--- src/rtl/tl_ctrl_pkg.sv ---
// Shared indices, state encoding and decode helpers for the traffic-light sequencer.
package tl_ctrl_pkg;

    localparam int unsigned STATE_W      = 4;
    localparam int unsigned STATE_DONE_W = 7;

    // curr_state one-hot bit positions
    localparam int unsigned S_G    = 0;
    localparam int unsigned S_Y    = 1;
    localparam int unsigned S_R    = 2;
    localparam int unsigned S_NONE = 3;

    // done_state flag positions
    localparam int unsigned DONE_G1    = 0;
    localparam int unsigned DONE_G2    = 1;
    localparam int unsigned DONE_G3    = 2;
    localparam int unsigned DONE_Y     = 3;
    localparam int unsigned DONE_R     = 4;
    localparam int unsigned DONE_NONE1 = 5;
    localparam int unsigned DONE_NONE2 = 6;

    typedef enum logic [3:0] {
        ST_IDLE,
        ST_G_LONG,
        ST_NONE1,
        ST_G_SHORT1,
        ST_NONE2,
        ST_G_SHORT2,
        ST_Y,
        ST_R,
        ST_FAULT
    } tl_state_e;

    // Timed phases are the ones that wait on a datapath done flag.
    function automatic logic is_timed(input tl_state_e s);
        logic t;
        case (s)
            ST_G_LONG, ST_NONE1, ST_G_SHORT1, ST_NONE2,
            ST_G_SHORT2, ST_Y, ST_R: t = 1'b1;
            default:                 t = 1'b0;
        endcase
        return t;
    endfunction

    function automatic logic [2:0] exit_flag(input tl_state_e s);
        logic [2:0] idx;
        case (s)
            ST_G_LONG:   idx = 3'(DONE_G1);
            ST_NONE1:    idx = 3'(DONE_NONE1);
            ST_G_SHORT1: idx = 3'(DONE_G2);
            ST_NONE2:    idx = 3'(DONE_NONE2);
            ST_G_SHORT2: idx = 3'(DONE_G3);
            ST_Y:        idx = 3'(DONE_Y);
            default:     idx = 3'(DONE_R);
        endcase
        return idx;
    endfunction

    // Successor within the lamp cycle; R's successor depends on run and is resolved by the caller.
    function automatic tl_state_e next_phase(input tl_state_e s);
        tl_state_e n;
        case (s)
            ST_G_LONG:   n = ST_NONE1;
            ST_NONE1:    n = ST_G_SHORT1;
            ST_G_SHORT1: n = ST_NONE2;
            ST_NONE2:    n = ST_G_SHORT2;
            ST_G_SHORT2: n = ST_Y;
            ST_Y:        n = ST_R;
            default:     n = ST_G_LONG;
        endcase
        return n;
    endfunction

    function automatic logic [STATE_W-1:0] curr_of(input tl_state_e s);
        logic [STATE_W-1:0] v;
        v = '0;
        case (s)
            ST_G_LONG, ST_G_SHORT1, ST_G_SHORT2: v[S_G]    = 1'b1;
            ST_NONE1, ST_NONE2:                  v[S_NONE] = 1'b1;
            ST_Y, ST_FAULT:                      v[S_Y]    = 1'b1;
            ST_R:                                v[S_R]    = 1'b1;
            default:                             v         = '0;
        endcase
        return v;
    endfunction

    // {R,Y,G}; FAULT value is the first half of its blink.
    function automatic logic [2:0] light_of(input tl_state_e s);
        logic [2:0] l;
        case (s)
            ST_G_LONG, ST_G_SHORT1, ST_G_SHORT2: l = 3'b001;
            ST_NONE1, ST_NONE2:                  l = 3'b000;
            ST_Y, ST_FAULT:                      l = 3'b010;
            default:                             l = 3'b100;
        endcase
        return l;
    endfunction

endpackage

--- src/rtl/tl_wdog.sv ---
// Per-phase watchdog: counts cycles since phase entry, flags a trip, and supplies the FAULT blink bit.
module tl_wdog
    import tl_ctrl_pkg::*;
#(
    parameter int unsigned WD_MAX = 2047
) (
    input  logic clk,
    input  logic reset,
    input  logic clr_i,
    input  logic en_i,
    input  logic timed_i,
    output logic trip_o,
    output logic blink_o
);

    // At least 9 bits so bit 8 can serve as the 256-cycle blink.
    localparam int unsigned WD_W = ($clog2(WD_MAX + 1) > 9) ? $clog2(WD_MAX + 1) : 9;

    logic [WD_W-1:0] wd_q;
    logic [WD_W-1:0] wd_d;

    // Next count: clear on phase entry, otherwise advance while enabled.
    always_comb begin
        wd_d = wd_q;
        if (clr_i) begin
            wd_d = '0;
        end else if (en_i) begin
            wd_d = wd_q + 1'b1;
        end
    end

    // Count register.
    always_ff @(posedge clk or negedge reset) begin
        if (!reset) begin
            wd_q <= '0;
        end else begin
            wd_q <= wd_d;
        end
    end

    // Trips on the edge at which the count would reach WD_MAX, i.e. WD_MAX cycles after entry.
    assign trip_o  = timed_i && (wd_q == WD_W'(WD_MAX - 1));
    assign blink_o = wd_d[8];

endmodule

--- src/rtl/tl_ctrl.sv ---
// Traffic-light phase sequencer: walks the lamp cycle on datapath done flags, with watchdog fault.
module tl_ctrl
    import tl_ctrl_pkg::*;
#(
    parameter int unsigned WD_MAX = 2047,
    parameter int unsigned CYC_W  = 8
) (
    input  logic                    clk,
    input  logic                    reset,
    input  logic                    run,
    input  logic                    fault_clr,
    input  logic [STATE_DONE_W-1:0] done_state,
    output logic [STATE_W-1:0]      curr_state,
    output logic                    dp_cnt_rst,
    output logic                    red_done,
    output logic [2:0]              light,
    output logic [CYC_W-1:0]        cyc_cnt,
    output logic                    fault
);

    tl_state_e          state_q;
    tl_state_e          next_phase_d;
    logic [STATE_W-1:0] curr_q;
    logic               dp_rst_q;
    logic               red_done_q;
    logic [2:0]         light_q;
    logic [CYC_W-1:0]   cyc_q;
    logic               fault_q;

    logic timed;
    logic exit_hit;
    logic wd_trip;
    logic wd_blink;
    logic wd_clr;
    logic wd_en;

    assign timed    = is_timed(state_q);
    assign exit_hit = timed && done_state[exit_flag(state_q)];

    // Successor phase; leaving R either restarts the cycle or parks in IDLE.
    always_comb begin
        next_phase_d = next_phase(state_q);
        if (state_q == ST_R) begin
            next_phase_d = run ? ST_G_LONG : ST_IDLE;
        end
    end

    // Any state change restarts the watchdog; FAULT keeps it counting for the blink.
    assign wd_clr = exit_hit || wd_trip
                 || ((state_q == ST_IDLE)  && run)
                 || ((state_q == ST_FAULT) && fault_clr);
    assign wd_en  = timed || (state_q == ST_FAULT);

    tl_wdog #(
        .WD_MAX (WD_MAX)
    ) u_wdog (
        .clk     (clk),
        .reset   (reset),
        .clr_i   (wd_clr),
        .en_i    (wd_en),
        .timed_i (timed),
        .trip_o  (wd_trip),
        .blink_o (wd_blink)
    );

    // Sequencer FSM with all outputs registered alongside the state.
    always_ff @(posedge clk or negedge reset) begin
        if (!reset) begin
            state_q    <= ST_IDLE;
            curr_q     <= '0;
            dp_rst_q   <= 1'b1;
            red_done_q <= 1'b0;
            light_q    <= 3'b100;
            cyc_q      <= '0;
            fault_q    <= 1'b0;
        end else begin
            dp_rst_q   <= 1'b0;
            red_done_q <= 1'b0;
            case (state_q)
                ST_IDLE: begin
                    dp_rst_q <= 1'b1;
                    if (run) begin
                        state_q <= ST_G_LONG;
                        curr_q  <= curr_of(ST_G_LONG);
                        light_q <= light_of(ST_G_LONG);
                    end
                end
                ST_FAULT: begin
                    dp_rst_q <= 1'b1;
                    if (fault_clr) begin
                        state_q <= ST_IDLE;
                        curr_q  <= curr_of(ST_IDLE);
                        light_q <= light_of(ST_IDLE);
                        fault_q <= 1'b0;
                    end else begin
                        light_q <= wd_blink ? 3'b000 : 3'b010;
                    end
                end
                ST_G_LONG, ST_NONE1, ST_G_SHORT1, ST_NONE2,
                ST_G_SHORT2, ST_Y, ST_R: begin
                    // Exit flag is checked before the trip so a same-cycle flag still advances.
                    if (exit_hit) begin
                        state_q  <= next_phase_d;
                        curr_q   <= curr_of(next_phase_d);
                        light_q  <= light_of(next_phase_d);
                        dp_rst_q <= 1'b1;
                        if (state_q == ST_R) begin
                            red_done_q <= 1'b1;
                            cyc_q      <= cyc_q + 1'b1;
                        end
                    end else if (wd_trip) begin
                        state_q    <= ST_FAULT;
                        curr_q     <= curr_of(ST_FAULT);
                        light_q    <= light_of(ST_FAULT);
                        dp_rst_q   <= 1'b1;
                        red_done_q <= 1'b1;
                        fault_q    <= 1'b1;
                    end
                end
                default: begin
                    state_q  <= ST_IDLE;
                    curr_q   <= '0;
                    light_q  <= 3'b100;
                    dp_rst_q <= 1'b1;
                end
            endcase
        end
    end

    assign curr_state = curr_q;
    assign dp_cnt_rst = dp_rst_q;
    assign red_done   = red_done_q;
    assign light      = light_q;
    assign cyc_cnt    = cyc_q;
    assign fault      = fault_q;

endmodule

--- config.mk ---
export PLATFORM = sky130hd
export DESIGN_NAME = tl_ctrl
export DESIGN_NICKNAME = d
export VERILOG_FILES = /design/src/rtl/tl_ctrl_pkg.sv /design/src/rtl/tl_wdog.sv /design/src/rtl/tl_ctrl.sv
export SDC_FILE = /design/constraint.sdc
export NUM_CORES = 1
export LEC_CHECK = 0
export BUFFER_PORTS_ARGS = -buffer_cell sky130_fd_sc_hd__buf_2
export CELL_PAD_IN_SITES_DETAIL_PLACEMENT = 1
export CELL_PAD_IN_SITES_GLOBAL_PLACEMENT = 1
export CORE_ASPECT_RATIO = 1.4
export CORE_MARGIN = 1
export CORE_UTILIZATION = 39
export CTS_CLUSTER_DIAMETER = 40
export CTS_CLUSTER_SIZE = 25
export DETAILED_ROUTE_END_ITERATION = 8
export HOLD_SLACK_MARGIN = 0.02
export PLACE_DENSITY_LB_ADDON = 0.1
export SLEW_MARGIN = 40
export SYNTH_ARGS = -nofsm -noshare
export SYNTH_HDL_FRONTEND = slang
export SYNTH_SLANG_ARGS = --single-unit
--- constraint.sdc ---
create_clock -name clk -period 1.9 [get_ports clk]
set_input_delay 0.095 -clock clk [delete_from_list [all_inputs] [get_ports clk]]
set_output_delay 0.095 -clock clk [all_outputs]
set_load 0.02 [all_outputs]
==> flow_metrics.env <==
export IMPL_drt_pass1_iterations=2
export IMPL_setup_ws_ns=-0.239
export IMPL_rows=28
export IMPL_worstHoldStart="fault_clr"
export IMPL_fin_crit_ns=2.14
export IMPL_synth_largest_area_cell="dfrtp_1"
export IMPL_intPower_mw=2.53
export IMPL_cp_required_ns=2.07
export IMPL_grt_pass1_wl_um=7470
export IMPL_synth_cell_area_um2=1800
export IMPL_r2r_start="state_q[3]$_DFFE_PN0P_"
export IMPL_clk_latency_ns=0.28
export IMPL_worstReg2RegEnd="state_q[2]$_DFFE_PN0P_"
export IMPL_met1_usage_pct=23.5
export IMPL_arrival_ns=2.31
export IMPL_syn_avg_cell_area_um2=10.4
export IMPL_synth_cell_types=49
export IMPL_hp_class="in2reg"
export IMPL_io_pins=29
export IMPL_cts_num_sinks=33
export IMPL_setup_violations=22
export IMPL_met2_usage_pct=37.3
export IMPL_cts_tree="yes"
export IMPL_drtAntennaViolNets=0
export IMPL_hold_viol=0
export IMPL_die_x_um=59.4
export IMPL_drtIter0Drc=51
export IMPL_drc_errors=0
export IMPL_grt_pass1_vias=1623
export IMPL_comb_power_share_pct=57.2
export IMPL_ir_drop_mv=0.794
export IMPL_vias=1553
export IMPL_viasPerCell=5.23
export IMPL_syn_to_final_growth_pct=39.1
export IMPL_max_cap_violations=0
export IMPL_ys_seq_area_share_pct=46.0
export IMPL_busiest_layer="met2"
export IMPL_die_area_um2=4900
export IMPL_grt_use_total_pct=20.2
export IMPL_utilization_pct=57.7
export IMPL_final_cell_mix="dfrtp_1 (29), buf_2 (27), buf_4 (27)"
export IMPL_dpl_hpwl_um=3430
export IMPL_p_switching_mw=1.66
export IMPL_worst_hold_slack_ns=0.228
export IMPL_rsz0062_at_grt="yes"
export IMPL_p_per_area_nw_per_um2=1670
export IMPL_p_leak_nw=1.17
export IMPL_finalWirelength_um=4930
export IMPL_place_area_um2=2180
export IMPL_synthTopCellsByArea="dfrtp_1 (43%), xnor2_1 (4.9%), nor2_1 (4.2%)"
export IMPL_cts_buffer_depth=2
export IMPL_dominantRegCellSynth="dfrtp_1"
export IMPL_async_flop_share_pct=100
export IMPL_final_common_cell="dfrtp_1"
export IMPL_min_path_cells=4
export IMPL_status="finished with violations"
export IMPL_overflow=0
export IMPL_cts_buffers=5
export IMPL_crit_fanout=7
export IMPL_end_kind="flop"
export IMPL_syn_nets=188
export IMPL_seqPwrFrac_pct=23.9
export IMPL_synth_seq_cells=33
export IMPL_core_um2=4340
export IMPL_use_met3_pct=2.80
export IMPL_fin_skew_ns=0.00727
export IMPL_synth_top_cell_area_share_pct=43.1
export IMPL_rr_worst_depth=8
export IMPL_antennaDiodeCount=0
export IMPL_io_buffers=28
export IMPL_synth_edf_count=0
export IMPL_die_h_um=82.4
export IMPL_swShare_pct=39.6
export IMPL_r2r_slack_ns=-0.24
export IMPL_nets=250
export IMPL_relSlewSlack_pct=62.8
export IMPL_start_util_pct=41.5
export IMPL_clk_pin_slew_ns=0.07
export IMPL_fillCellCount=513
export IMPL_fin_crit_sh_pct=113
export IMPL_postLayoutCellArea_um2=2510
export IMPL_antenna_found_initial=0
export IMPL_violations="setup timing"
export IMPL_path_class="reg2reg"
export IMPL_slew_viol_final=0
export IMPL_cts_htree_levels=2
export IMPL_drive_gt1_share_pct=44.3
export IMPL_cts_root_buf="clkbuf_8"
export IMPL_startpoint_type="flop"
export IMPL_gp_congestion=0.784
export IMPL_syn_instance_count=174
export IMPL_tightestPinTransition_ns=0.557
export IMPL_yosysWarnings=0
export IMPL_timing_fmax_mhz=468
export IMPL_hold_end="fault$_DFFE_PN0P_"
export IMPL_clock_power_share_pct=18.9
export IMPL_power_mw=4.19
export IMPL_wl_per_cell_um=16.6
export IMPL_grt_max_degree=34
export IMPL_dp_slack_ns=-0.166
## layer usage
layer | vias to the layer above | share of wire (%)
met3 | 8 | 2.0
met4 | 0 | 2.0
met1 | 781 | 41
met5 | - | 0
met2 | 25 | 55
li1 | 739 | -
## synth_stat cells, types with 3 or more instances
cell type and n:
xor2_1 8, nand4_1 5, a21o_1 5, xnor2_1 10, inv_1 6, nor2_1 20
nand2b_1 4, ha_1 3, dfrtp_1 31, o21ai_0 5, and3_1 3, buf_2 3
nand2_1 15, nand3_1 8, mux2i_1 3
## kinds of logic after synthesis
group                      share of synthesized area, %
muxes                                              3.54
AOI/OAI and AO/OA                                  16.5
buffers and inverters                              3.68
DFF                                                46.0
and+or+nand+nor                                    19.5
xor gates and xnor gates                           8.75
adders and majority gates                          2.08
## through the flow
| stage | TNS, ns | instances |
|---|---|---|
| 2_1_floorplan | -0.106 | 174 |
| 3_3_place_gp | -0.374 | 282 |
| 3_5_place_dp | -1.32 | 282 |
| 4_1_cts | -1.20 | 292 |
| 5_1_grt | -5.46 | 297 |
| 6_report | -3.61 | 297 |
## sequential cells by signal (all words and copies together), names as in the netlist
name,count
cyc_cnt,8
fault,1
curr_state,4
u_wdog.wd_q,11
state_q,4
light,3
red_done,1
dp_cnt_rst,1
## cell type report
cell class | count | area (um^2) | share of cell area, %
clock buffer | 5 | 68.8 | 2.75
clock inverter | 3 | 65.1 | 2.60
inverter | 7 | 28.8 | 1.15
multi-input combinational | 128 | 1020 | 40.8
sequential | 33 | 831 | 33.2
tap | 60 | 75.1 | 3.00
timing repair buffer | 61 | 415 | 16.6
## repair_timing
| action | in CTS | in global routing |
|---|---|---|
| pin swaps | 2 | 11 |
| endpoints found under the hold margin | 31 | 0 |
| cloned | 0 | 1 |
| buffers inserted | 1 | 5 |
| hold buffers | 1 | 0 |
| resized for setup | 8 | 29 |
| endpoints found under the setup margin | 22 | 22 |
## critical path: stages (launching register included)
cell      delay [ns]
dfrtp_2         0.46
nand2b_1        0.18
mux2_2          0.28
a22oi_2         0.27
a211o_1         0.23
buf_4           0.14
o21ai_4         0.06
buf_6           0.13
a211o_1         0.27
## power by group through the flow
stage               sequential [mW]  clock [mW]  combinational [mW]
floorplan                      1.12           0                1.03
global placement              0.998           0                1.79
detailed placement             1.01           0                1.85
CTS                           0.997       0.803                1.90
global route                   1.02       0.830                2.56
finish                         1.00       0.791                2.39
## worst max-delay path by stage
stage	cells past startpoint	from	slack (ns)	to
after global placement	6	state_q[0]$_DFFE_PN0P_	-0.09	curr_state[1]$_DFFE_PN0P_
final	8	state_q[3]$_DFFE_PN0P_	-0.24	state_q[2]$_DFFE_PN0P_
after CTS	8	state_q[1]$_DFFE_PN0P_	-0.14	u_wdog.wd_q[1]$_DFFE_PN0P_
after global routing	8	state_q[1]$_DFFE_PN0P_	-0.31	u_wdog.wd_q[1]$_DFFE_PN0P_
after floorplan	6	state_q[1]$_DFFE_PN0P_	-0.09	curr_state[1]$_DFFE_PN0P_
after detailed placement	7	state_q[0]$_DFFE_PN0P_	-0.17	light[1]$_DFFE_PN0P_
Note: power is estimated with default switching activity, not from simulation.
